## config.mk

```make
export PLATFORM = sky130hd
export DESIGN_NAME = apb_reg_map
export DESIGN_NICKNAME = d
export VERILOG_FILES = /design/src/rtl/apb_rm_pkg.sv /design/src/rtl/apb_rm_regfile.sv /design/src/rtl/apb_reg_map.sv
export SDC_FILE = /design/constraint.sdc
export NUM_CORES = 1
export LEC_CHECK = 0
export BUFFER_PORTS_ARGS = -buffer_cell sky130_fd_sc_hd__buf_2
export CAP_MARGIN = 10
export CORE_MARGIN = 5
export CORE_UTILIZATION = 45
export DETAILED_ROUTE_END_ITERATION = 8
export GPL_TIMING_DRIVEN = 0
export PLACE_DENSITY = 0.68
export SYNTH_ARGS = -nofsm -noshare
export SYNTH_HDL_FRONTEND = slang
export SYNTH_HIERARCHICAL = 1
export SYNTH_SLANG_ARGS = --single-unit
```

## constraint.sdc

```tcl
create_clock -name clk -period 17.9 [get_ports clk]
set_input_delay 3.58 -clock clk [delete_from_list [all_inputs] [get_ports clk]]
set_output_delay 3.58 -clock clk [all_outputs]
set_load 0.02 [all_outputs]
```

## src/rtl/apb_rm_pkg.sv

```systemverilog
// Shared types, bus widths and helpers for the APB "rm" register-map responder.
// Imported by apb_rm_regfile and apb_reg_map.
package apb_rm_pkg;

    localparam int APB_ADDR_W     = 20;
    localparam int APB_DATA_W     = 16;
    localparam int APB_STRB_W     = 2;
    localparam int DEF_STATUS_IDX = 0;
    localparam int DEF_CTRL_IDX   = 1;

    typedef enum logic [1:0] {
        IDLE = 2'd0,
        WAIT = 2'd1,
        RESP = 2'd2
    } rm_state_e;

    // Merge write data into the current word one byte lane at a time.
    function automatic logic [APB_DATA_W-1:0] strb_merge(
        input logic [APB_DATA_W-1:0] cur,
        input logic [APB_DATA_W-1:0] wdata,
        input logic [APB_STRB_W-1:0] strb
    );
        logic [APB_DATA_W-1:0] res;
        res = cur;
        for (int b = 0; b < APB_STRB_W; b++) begin
            if (strb[b]) begin
                res[b*8 +: 8] = wdata[b*8 +: 8];
            end else begin
                res[b*8 +: 8] = cur[b*8 +: 8];
            end
        end
        return res;
    endfunction

endpackage

```

## src/rtl/apb_rm_regfile.sv

```systemverilog
// Register array for the rm map: byte-strobed write port, combinational read
// port with the hardware status overlay, and a direct tap of the control register.
module apb_rm_regfile
    import apb_rm_pkg::*;
#(
    parameter int NUM_REGS   = 16,
    parameter int STATUS_IDX = DEF_STATUS_IDX,
    parameter int CTRL_IDX   = DEF_CTRL_IDX
) (
    input  logic                  clk,
    input  logic                  reset,
    input  logic                  wr_en,
    input  logic [7:0]            wr_idx,
    input  logic [APB_DATA_W-1:0] wr_data,
    input  logic [APB_STRB_W-1:0] wr_strb,
    input  logic [7:0]            rd_idx,
    output logic [APB_DATA_W-1:0] rd_data,
    input  logic [APB_DATA_W-1:0] status_i,
    output logic [APB_DATA_W-1:0] ctrl_o
);

    localparam logic [7:0] STATUS_IDX_C = 8'(STATUS_IDX);

    logic [APB_DATA_W-1:0] regs_r [NUM_REGS];

    // Byte-strobed register update; the decoder never commits to the status slot.
    always_ff @(posedge clk or posedge reset) begin
        if (reset) begin
            for (int i = 0; i < NUM_REGS; i++) begin
                regs_r[i] <= 16'h0000;
            end
        end else if (wr_en) begin
            for (int i = 0; i < NUM_REGS; i++) begin
                if (wr_idx == 8'(i)) begin
                    regs_r[i] <= strb_merge(regs_r[i], wr_data, wr_strb);
                end
            end
        end
    end

    // Read mux: status overlays its slot, unmatched indices read as zero.
    always_comb begin
        rd_data = 16'h0000;
        if (rd_idx == STATUS_IDX_C) begin
            rd_data = status_i;
        end else begin
            for (int i = 0; i < NUM_REGS; i++) begin
                rd_data = (rd_idx == 8'(i)) ? regs_r[i] : rd_data;
            end
        end
    end

    assign ctrl_o = regs_r[CTRL_IDX];

endmodule

```

## src/rtl/apb_reg_map.sv

```systemverilog
// APB responder sitting behind secure_fsm: decodes word addresses into the rm
// register bank, inserts programmable wait states and returns a registered response.
module apb_reg_map
    import apb_rm_pkg::*;
#(
    parameter logic [19:0] BASE_ADDR   = 20'h00000,
    parameter int          NUM_REGS    = 16,
    parameter int          WAIT_STATES = 4,
    parameter int          STATUS_IDX  = DEF_STATUS_IDX,
    parameter int          CTRL_IDX    = DEF_CTRL_IDX
) (
    input  logic                  clk,
    input  logic                  reset,
    input  logic                  psel,
    input  logic                  penable,
    input  logic                  pwrite,
    input  logic [APB_STRB_W-1:0] pstrb,
    input  logic [APB_ADDR_W-1:0] paddr,
    input  logic [APB_DATA_W-1:0] pwdata,
    output logic [APB_DATA_W-1:0] prdata,
    output logic                  pready,
    output logic                  pslverr,
    input  logic [APB_DATA_W-1:0] status_i,
    output logic [APB_DATA_W-1:0] ctrl_o,
    output logic                  wr_pulse_o,
    output logic [7:0]            wr_idx_o
);

    localparam logic [19:0] NUM_REGS_C   = 20'(NUM_REGS);
    localparam logic [19:0] STATUS_IDX_C = 20'(STATUS_IDX);
    localparam logic [3:0]  WAIT_C       = 4'(WAIT_STATES);

    rm_state_e             state_r;
    logic [3:0]            cnt_r;
    logic [APB_ADDR_W-1:0] addr_r;
    logic                  write_r;
    logic [APB_STRB_W-1:0] strb_r;
    logic [APB_DATA_W-1:0] wdata_r;

    logic [APB_ADDR_W-1:0] sel_addr_s;
    logic                  sel_write_s;
    logic [APB_ADDR_W-1:0] idx_s;
    logic                  in_range_s;
    logic                  err_s;
    logic                  commit_s;
    logic [3:0]            cnt_next_s;
    logic [APB_DATA_W-1:0] rd_data_s;
    logic [APB_DATA_W-1:0] resp_data_s;

    // Decode the live bus while idle (zero-wait case), the latched request otherwise.
    always_comb begin
        if (state_r == IDLE) begin
            sel_addr_s  = paddr;
            sel_write_s = pwrite;
        end else begin
            sel_addr_s  = addr_r;
            sel_write_s = write_r;
        end
    end

    // Address decode, error classification and response data formation.
    always_comb begin
        idx_s      = sel_addr_s - BASE_ADDR;
        in_range_s = (sel_addr_s >= BASE_ADDR) && (idx_s < NUM_REGS_C);
        err_s      = !in_range_s || (sel_write_s && (idx_s == STATUS_IDX_C));
        if (err_s || sel_write_s) begin
            resp_data_s = 16'h0000;
        end else begin
            resp_data_s = rd_data_s;
        end
        commit_s   = (state_r == RESP) && write_r && !err_s;
        cnt_next_s = cnt_r + 4'd1;
    end

    // Transfer sequencer: state, wait counter, latched request and bus-facing outputs.
    always_ff @(posedge clk or posedge reset) begin
        if (reset) begin
            state_r    <= IDLE;
            cnt_r      <= 4'd0;
            addr_r     <= 20'h00000;
            write_r    <= 1'b0;
            strb_r     <= 2'b00;
            wdata_r    <= 16'h0000;
            pready     <= 1'b0;
            pslverr    <= 1'b0;
            prdata     <= 16'h0000;
            wr_pulse_o <= 1'b0;
            wr_idx_o   <= 8'h00;
        end else begin
            pready     <= 1'b0;
            pslverr    <= 1'b0;
            prdata     <= 16'h0000;
            wr_pulse_o <= commit_s;
            if (commit_s) begin
                wr_idx_o <= idx_s[7:0];
            end
            case (state_r)
                IDLE: begin
                    // An access phase without a preceding setup is ignored here.
                    if (psel && !penable) begin
                        addr_r  <= paddr;
                        write_r <= pwrite;
                        strb_r  <= pstrb;
                        wdata_r <= pwdata;
                        cnt_r   <= 4'd0;
                        if (WAIT_STATES == 0) begin
                            state_r <= RESP;
                            pready  <= 1'b1;
                            pslverr <= err_s;
                            prdata  <= resp_data_s;
                        end else begin
                            state_r <= WAIT;
                        end
                    end
                end
                WAIT: begin
                    if (!psel) begin
                        state_r <= IDLE;
                    end else if (penable) begin
                        cnt_r <= cnt_next_s;
                        if (cnt_next_s == WAIT_C) begin
                            state_r <= RESP;
                            pready  <= 1'b1;
                            pslverr <= err_s;
                            prdata  <= resp_data_s;
                        end
                    end
                end
                RESP: begin
                    state_r <= IDLE;
                end
                default: begin
                    state_r <= IDLE;
                end
            endcase
        end
    end

    apb_rm_regfile #(
        .NUM_REGS   (NUM_REGS),
        .STATUS_IDX (STATUS_IDX),
        .CTRL_IDX   (CTRL_IDX)
    ) u_regfile (
        .clk      (clk),
        .reset    (reset),
        .wr_en    (commit_s),
        .wr_idx   (idx_s[7:0]),
        .wr_data  (wdata_r),
        .wr_strb  (strb_r),
        .rd_idx   (idx_s[7:0]),
        .rd_data  (rd_data_s),
        .status_i (status_i),
        .ctrl_o   (ctrl_o)
    );

endmodule

```

==> impl_metrics.csv, run 1 <==
group,metric,value,unit
setup_path,r2r-end,"prdata[4]",
setup_path,crit_path_top_delay_cell,"buf_1",
cts,cts_setup_buffers,0,
synth,synth.largest_area_cell,"dfrtp_1",
synth,synth_nets,1189,
setup_path,rrSetupSlack,13.78,ns
setup_path,worst_path_most_repeated_cell,"buf_2",
routing,vias_per_cell,5.88,
power_and_ir_drop,switching_share,26.6,%
synth,yosysSeqAreaShare,53.4,%
global_route,overflow,0,
global_route,grt_pass1_vias,10500,
cts,clk_pin_slew,0.06,ns
setup_path,cp.depth,10,
placement,dpl.hpwl,29400,µm
setup_path,cp_cell_sequence,"buf_2 > mux2_2 > buf_2 > buf_1 > nand2_1 > o22ai_1 > o21ai_0 > a2bb2oi_1 > nor3_1 > and2_1",
synth,synth.top_cell.area_share,53.4,%
outcome,outcome,"complete, no violations",
routing,drc,0,
finish,final_nets,1329,
sta,finalSetupTns,0,ns
synth,synthArstFlopShare,100,%
cts,clockBufferDepth,3,
cts,clock-sinks,312,
routing,vias,10200,
synth,yosysWarnings,6,
synth,mappedNetlistArea,14600,µm²
cts,clk_latency,0.51,ns
setup_path,required,18.29,ns
finish,syn2layout_area_growth,15.2,%
finish,layout_common_cells,"mux2_2, dfrtp_1, buf_2",
setup_path,reg2reg_depth,11,
global_route,grt.total_usage,23.2,%
synth,synth_area_leaders,"dfrtp_1, mux2_2, nand2_1",
sta,period_share,35.6,%
cts,cts_buffers,34,
cts,cts.repair.resized,0,
placement,io_buffers,101,
setup_path,end_kind,"register",
global_route,grt_max_degree,103,
routing,drt_iter0_drc,928,
global_route,antenna_found_initial,1,
finish,drive_gt1_share,42.9,%
sta,slew_headroom,27.7,%
setup_path,startpoint_type,"primary input",
cts,holdBufCountCts,0,
power_and_ir_drop,power_frac_clock,42.2,%
sta,setup_violations,0,
cts,cts_root_buf,"clkbuf_16",
setup_path,cp_top_family,"buffers and inverters",
floorplan,dieArea,36200,µm²
setup_path,max_stage_delay,0.77,ns
synth,synth_cell_types,65,
routing,avgRoutedWirePerCell,24.2,µm
routing,first_pass_iters,7,
global_route,grt_pass1_wl,64500,µm
routing,ant_nets,0,
synth,synth_ff_type,"dfrtp_1",
cts,h-tree-depth,2,
synth,netlist_instances,1129,
setup_path,crit_buf_inv,3,
floorplan,start_util,45.3,%
floorplan,coreArea,32300,µm²
finish,final_common_cell,"mux2_2",
floorplan,ios,102,
power_and_ir_drop,p_per_area,96.1,nW/µm²
floorplan,num_rows,66,
sta,timing.final.crit_period,6.37,ns
power_and_ir_drop,comb_power_share,11.7,%
synth,synth_seq_cells,312,
placement,gp_congestion,0.922,
setup_path,startpoint,"paddr[0]",
floorplan,die_width,190,µm
setup_path,cp_max_fo,10,
cts,tritoncts,"done",
synth,syn_area_per_cell,12.9,µm²
sta,drv_slew,0,
setup_path,arrival,6.76,ns
global_route,use_met2,37.4,%
sta,fin_hold_ws,0.483,ns
power_and_ir_drop,seqPwrFrac,46.2,%
sta,grt_setup_unrepaired,"no",
routing,routed_wl,41900,µm
global_route,use_met1,32.1,%
sta,fmax,0.157,GHz
min_path,hold_class,"reg -> reg",
power_and_ir_drop,leakage,8.28,nW
finish,num_antenna_cells,0,
power_and_ir_drop,p_sw,0.431,mW
setup_path,timing_worst_setup_path_type,"in -> reg",
global_route,top_usage_layer,"met2",
power_and_ir_drop,vdd_ir_drop_max,0.0553,mV
global_route,grt_use_met3,3.63,%
power_and_ir_drop,p_int,1.19,mW
setup_path,reg2reg_from,"state_r[1]",
synth,synth_edf_count,0,
sta,skew,0.0210,ns
sta,hold_viol,0,
job,maxCapViolCount,0,
setup_path,crit_end,"prdata[4]",
sta,tightest_slew,1.08,ns
floorplan,die_y,190,µm
## how the worst min path moves through the flow
stage | start | cells after the start | end
2_1_floorplan | cnt_r[3] | 1 | pready
3_3_place_gp | wr_idx_o[7] | 1 | wr_idx_o[7]
3_5_place_dp | wr_idx_o[4] | 1 | wr_idx_o[4]
4_1_cts | wr_idx_o[4] | 1 | wr_idx_o[4]
5_1_grt | wr_idx_o[4] | 1 | wr_idx_o[4]
6_report | wr_idx_o[4] | 1 | wr_idx_o[4]
## through the flow
step / utilization, % / cells / instance area (µm²) / power (mW) / setup WS (ns)
after global routing: 52.1 / 1732 / 16800 / 1.67 / 11.55
after detailed placement: 48.8 / 1675 / 15800 / 0.945 / 11.15
after CTS: 52.1 / 1732 / 16800 / 1.63 / 11.70
after global placement: 48.5 / 1672 / 15700 / 0.939 / 4.99
after floorplan: - / 1129 / 14600 / 0.864 / 7.73
final: 52.1 / 1732 / 16800 / 1.62 / 11.53
## Yosys cell counts (all sizes together) (3+ instances only)
master and n:
a211oi 4, a21oi 28, a221o 5, a221oi 18
a22o 3, a22oi 7, a31oi 6, a32oi 3
and2 24, and3 6, buf 49, clkbuf 29
dfrtp 312, inv 10, mux2 320, mux2i 18
mux4 10, nand2 64, nand2b 7, nand3 16
nand4 3, nor2 41, nor2b 10, nor3 15
nor4 13, o211ai 6, o21a 4, o21ai 35
o221ai 4, o22ai 22, o2bb2ai 4, o31ai 5
or3 6, or4 3
## power by group through the flow
stage	clock network [mW]	registers, mW	logic, mW
2_1_floorplan	0	0.750	0.113
3_3_place_gp	0	0.759	0.180
3_5_place_dp	0	0.760	0.185
4_1_cts	0.695	0.747	0.186
5_1_grt	0.722	0.750	0.201
6_report	0.682	0.748	0.189
## final cells by class
cell class / instances / area (µm²)
Timing Repair Buffer: 104 / 588
Buffer: 78 / 415
Fill cell: 2784 / 15500
Tap cell: 442 / 553
Clock buffer: 52 / 1020
Multi-Input combinational cell: 729 / 6350
Sequential cell: 312 / 7810
Inverter: 10 / 47.5
Clock inverter: 5 / 50.0
## routing by layer
metal	vias up	part of all wire [%]	wire length (µm)
met5	-	0	0
met3	98	7.1	2980
li1	4440	-	-
met1	5220	42	17800
met2	431	47	19600
met4	0	3.7	1550
## state kept, by name (all words and copies together), names as in the netlist
register          cells
wr_pulse_o            1
addr_r               20
prdata               16
pready                1
write_r               1
u_regfile/ctrl_o     16
state_r               2
cnt_r                 4
wr_idx_o              8
strb_r                2
pslverr               1
u_regfile/regs_r    224
wdata_r              16
## cells by family (layout without fill, tap and decap cells)
kind of cell / Yosys count / in the layout / synth area share, %
AO/OA/AOI/OAI: 171 / 171 / 8.07
adder cells (fa/ha/maj): 1 / 1 / 0.0856
buffers and inverters: 88 / 249 / 3.10
flip-flops: 312 / 312 / 53.4
multiplexers: 348 / 348 / 27.6
AND/OR/NAND/NOR: 209 / 209 / 7.77
Power figures use the tool's default switching activity.
==> run 2, diff against run 1 <==
==> constraint.sdc (replaced) <==
create_clock -name clk -period 6.6 [get_ports clk]
set_input_delay 1.32 -clock clk [delete_from_list [all_inputs] [get_ports clk]]
set_output_delay 1.32 -clock clk [all_outputs]
set_load 0.02 [all_outputs]
==> run 2 against run 1 <==
- wire length increased by 0.25%
- critical path depth increased by 1
- core utilization increased by 0.29 points
- cell area increased by 0.56%
- first-iteration DRC count decreased by 9.8%
- register-to-register slack got worse by 11 ns
- clock power increased to 2.7 times the previous value
- cell count increased by 0.35%
- sequential cell count unchanged
- via count increased by 1.4%
- largest power group unchanged
- sequential power increased to 2.7 times the previous value
- setup slack got worse by 9.2 ns
==> impl_metrics.csv, run 2 (synthesized netlist as in run 1, its figures left out) <==
group,metric,value,unit
outcome,outcome,"complete, no violations",
sta,drv_slew,0,
power_and_ir_drop,switching_share,26.7,%
cts,clk_latency,0.52,ns
sta,fmax,0.236,GHz
cts,h-tree-depth,2,
global_route,grt_max_degree,59,
sta,setup_violations,0,
floorplan,num_rows,66,
routing,routed_wl,42000,µm
routing,first_pass_iters,5,
routing,vias,10300,
cts,clock-sinks,312,
sta,timing.final.crit_period,4.24,ns
cts,cts_root_buf,"clkbuf_16",
sta,tightest_slew,1.16,ns
power_and_ir_drop,leakage,8.31,nW
sta,grt_setup_unrepaired,"no",
power_and_ir_drop,p_per_area,261,nW/µm²
job,maxCapViolCount,0,
power_and_ir_drop,comb_power_share,11.7,%
setup_path,required,6.99,ns
global_route,grt_pass1_vias,10600,
floorplan,coreArea,32300,µm²
floorplan,die_y,190,µm
power_and_ir_drop,p_sw,1.18,mW
routing,drt_iter0_drc,837,
finish,final_nets,1335,
global_route,grt_pass1_wl,64700,µm
routing,vias_per_cell,5.94,
cts,holdBufCountCts,0,
cts,cts_buffers,35,
finish,final_common_cell,"mux2_2",
sta,finalSetupTns,0,ns
global_route,grt.total_usage,23.2,%
sta,period_share,64.3,%
finish,multi_input_area,6350,µm²
finish,largest_registers,"u_regfile/regs_r: 224 flops, addr_r: 20 flops",
finish,layout_common_cells,"mux2_2, dfrtp_1, buf_2",
floorplan,start_util,45.3,%
setup_path,end_kind,"register",
global_route,overflow,0,
finish,largest_register,"u_regfile/regs_r",
floorplan,ios,102,
power_and_ir_drop,p_int,3.24,mW
sta,skew,0.0264,ns
placement,io_buffers,101,
cts,cts.repair.resized,0,
cts,clockBufferDepth,3,
global_route,antenna_found_initial,0,
finish,largest_reg_flops,224,
placement,dpl.hpwl,29700,µm
finish,num-fill-cells,2740,
setup_path,cp_max_fo,10,
routing,avgRoutedWirePerCell,24.1,µm
routing,drc,0,
power_and_ir_drop,vdd_ir_drop_max,0.143,mV
setup_path,timing_worst_setup_path_type,"reg -> reg",
finish,ff_latch_area,7810,µm²
cts,cts_setup_buffers,0,
floorplan,dieArea,36200,µm²
cts,clk_pin_slew,0.06,ns
finish,syn2layout_area_growth,15.9,%
placement,gp_congestion,0.906,
sta,hold_viol,0,
cts,tritoncts,"done",
min_path,hold_class,"reg -> reg",
finish,final_util,52.4,%
power_and_ir_drop,power_frac_clock,42.3,%
finish,drive_gt1_share,43.3,%
power_and_ir_drop,seqPwrFrac,46.0,%
floorplan,die_width,190,µm
setup_path,arrival,4.64,ns
routing,ant_nets,0,
setup_path,startpoint_type,"register",
finish,num_antenna_cells,0,
sta,slew_headroom,22.7,%
run 2: final timing paths:
kind	slack, ns	cells past startpoint	startpoint	to
min in group asynchronous	0.76	2	reset	wdata_r[14]
worst max register to register	2.36	11	state_r[1]	prdata[4]
max in group asynchronous	4.73	5	reset	u_regfile/regs_r[32]
worst min-delay path	0.48	1	wr_idx_o[7]	wr_idx_o[7]
worst max-delay path	2.36	11	state_r[1]	prdata[4]
worst min register to register	0.48	1	wr_idx_o[7]	wr_idx_o[7]
run 2: power groups by stage:
stage,clock (mW),sequential (mW),combinational [mW]
floorplan,0,2.03,0.308
finish,1.87,2.03,0.515
CTS,1.91,2.03,0.508
global placement,0,2.06,0.485
detailed placement,0,2.06,0.506
global route,1.99,2.04,0.548
run 2: stage by stage:
| step | power (mW) | instance area, µm² | setup slack [ns] | hold WS (ns) | cells |
|---|---|---|---|---|---|
| 2_1_floorplan | 2.34 | 14600 | 2.13 | 0.465 | 1129 |
| 3_3_place_gp | 2.55 | 15700 | 0.628 | 0.465 | 1672 |
| 3_5_place_dp | 2.57 | 15800 | 2.18 | 0.467 | 1680 |
| 4_1_cts | 4.45 | 16900 | 2.66 | 0.487 | 1738 |
| 5_1_grt | 4.57 | 16900 | 2.41 | 0.500 | 1738 |
| 6_report | 4.42 | 16900 | 2.36 | 0.482 | 1738 |
run 2: critical path: stages (launching register included):
cell	delay [ns]
dfrtp_1	0.46
nor2_2	0.24
buf_4	0.23
mux2_2	0.27
buf_2	0.27
buf_1	0.81
nand2_1	0.66
o22ai_1	0.55
o21ai_0	0.17
a2bb2oi_1	0.21
nor3_1	0.07
and2_1	0.17
run 2: cell type report:
type | count | area share [%]
buffer | 78 | 2.45
clock buffer | 50 | 5.80
clock inverter | 8 | 0.613
inverter | 10 | 0.259
multi-input combinational | 729 | 37.5
sequential | 312 | 46.1
tap | 442 | 3.27
timing repair buffer | 109 | 3.98
run 2: metal layers:
layer	global-route usage [%]	part of all wire [%]	routed length, µm	up-vias
met5	0	0	0	-
met2	37.4	46	19400	488
li1	-	-	-	4453
met1	31.2	42	17500	5266
met4	9.31	4.5	1870	0
met3	4.34	7.7	3220	124
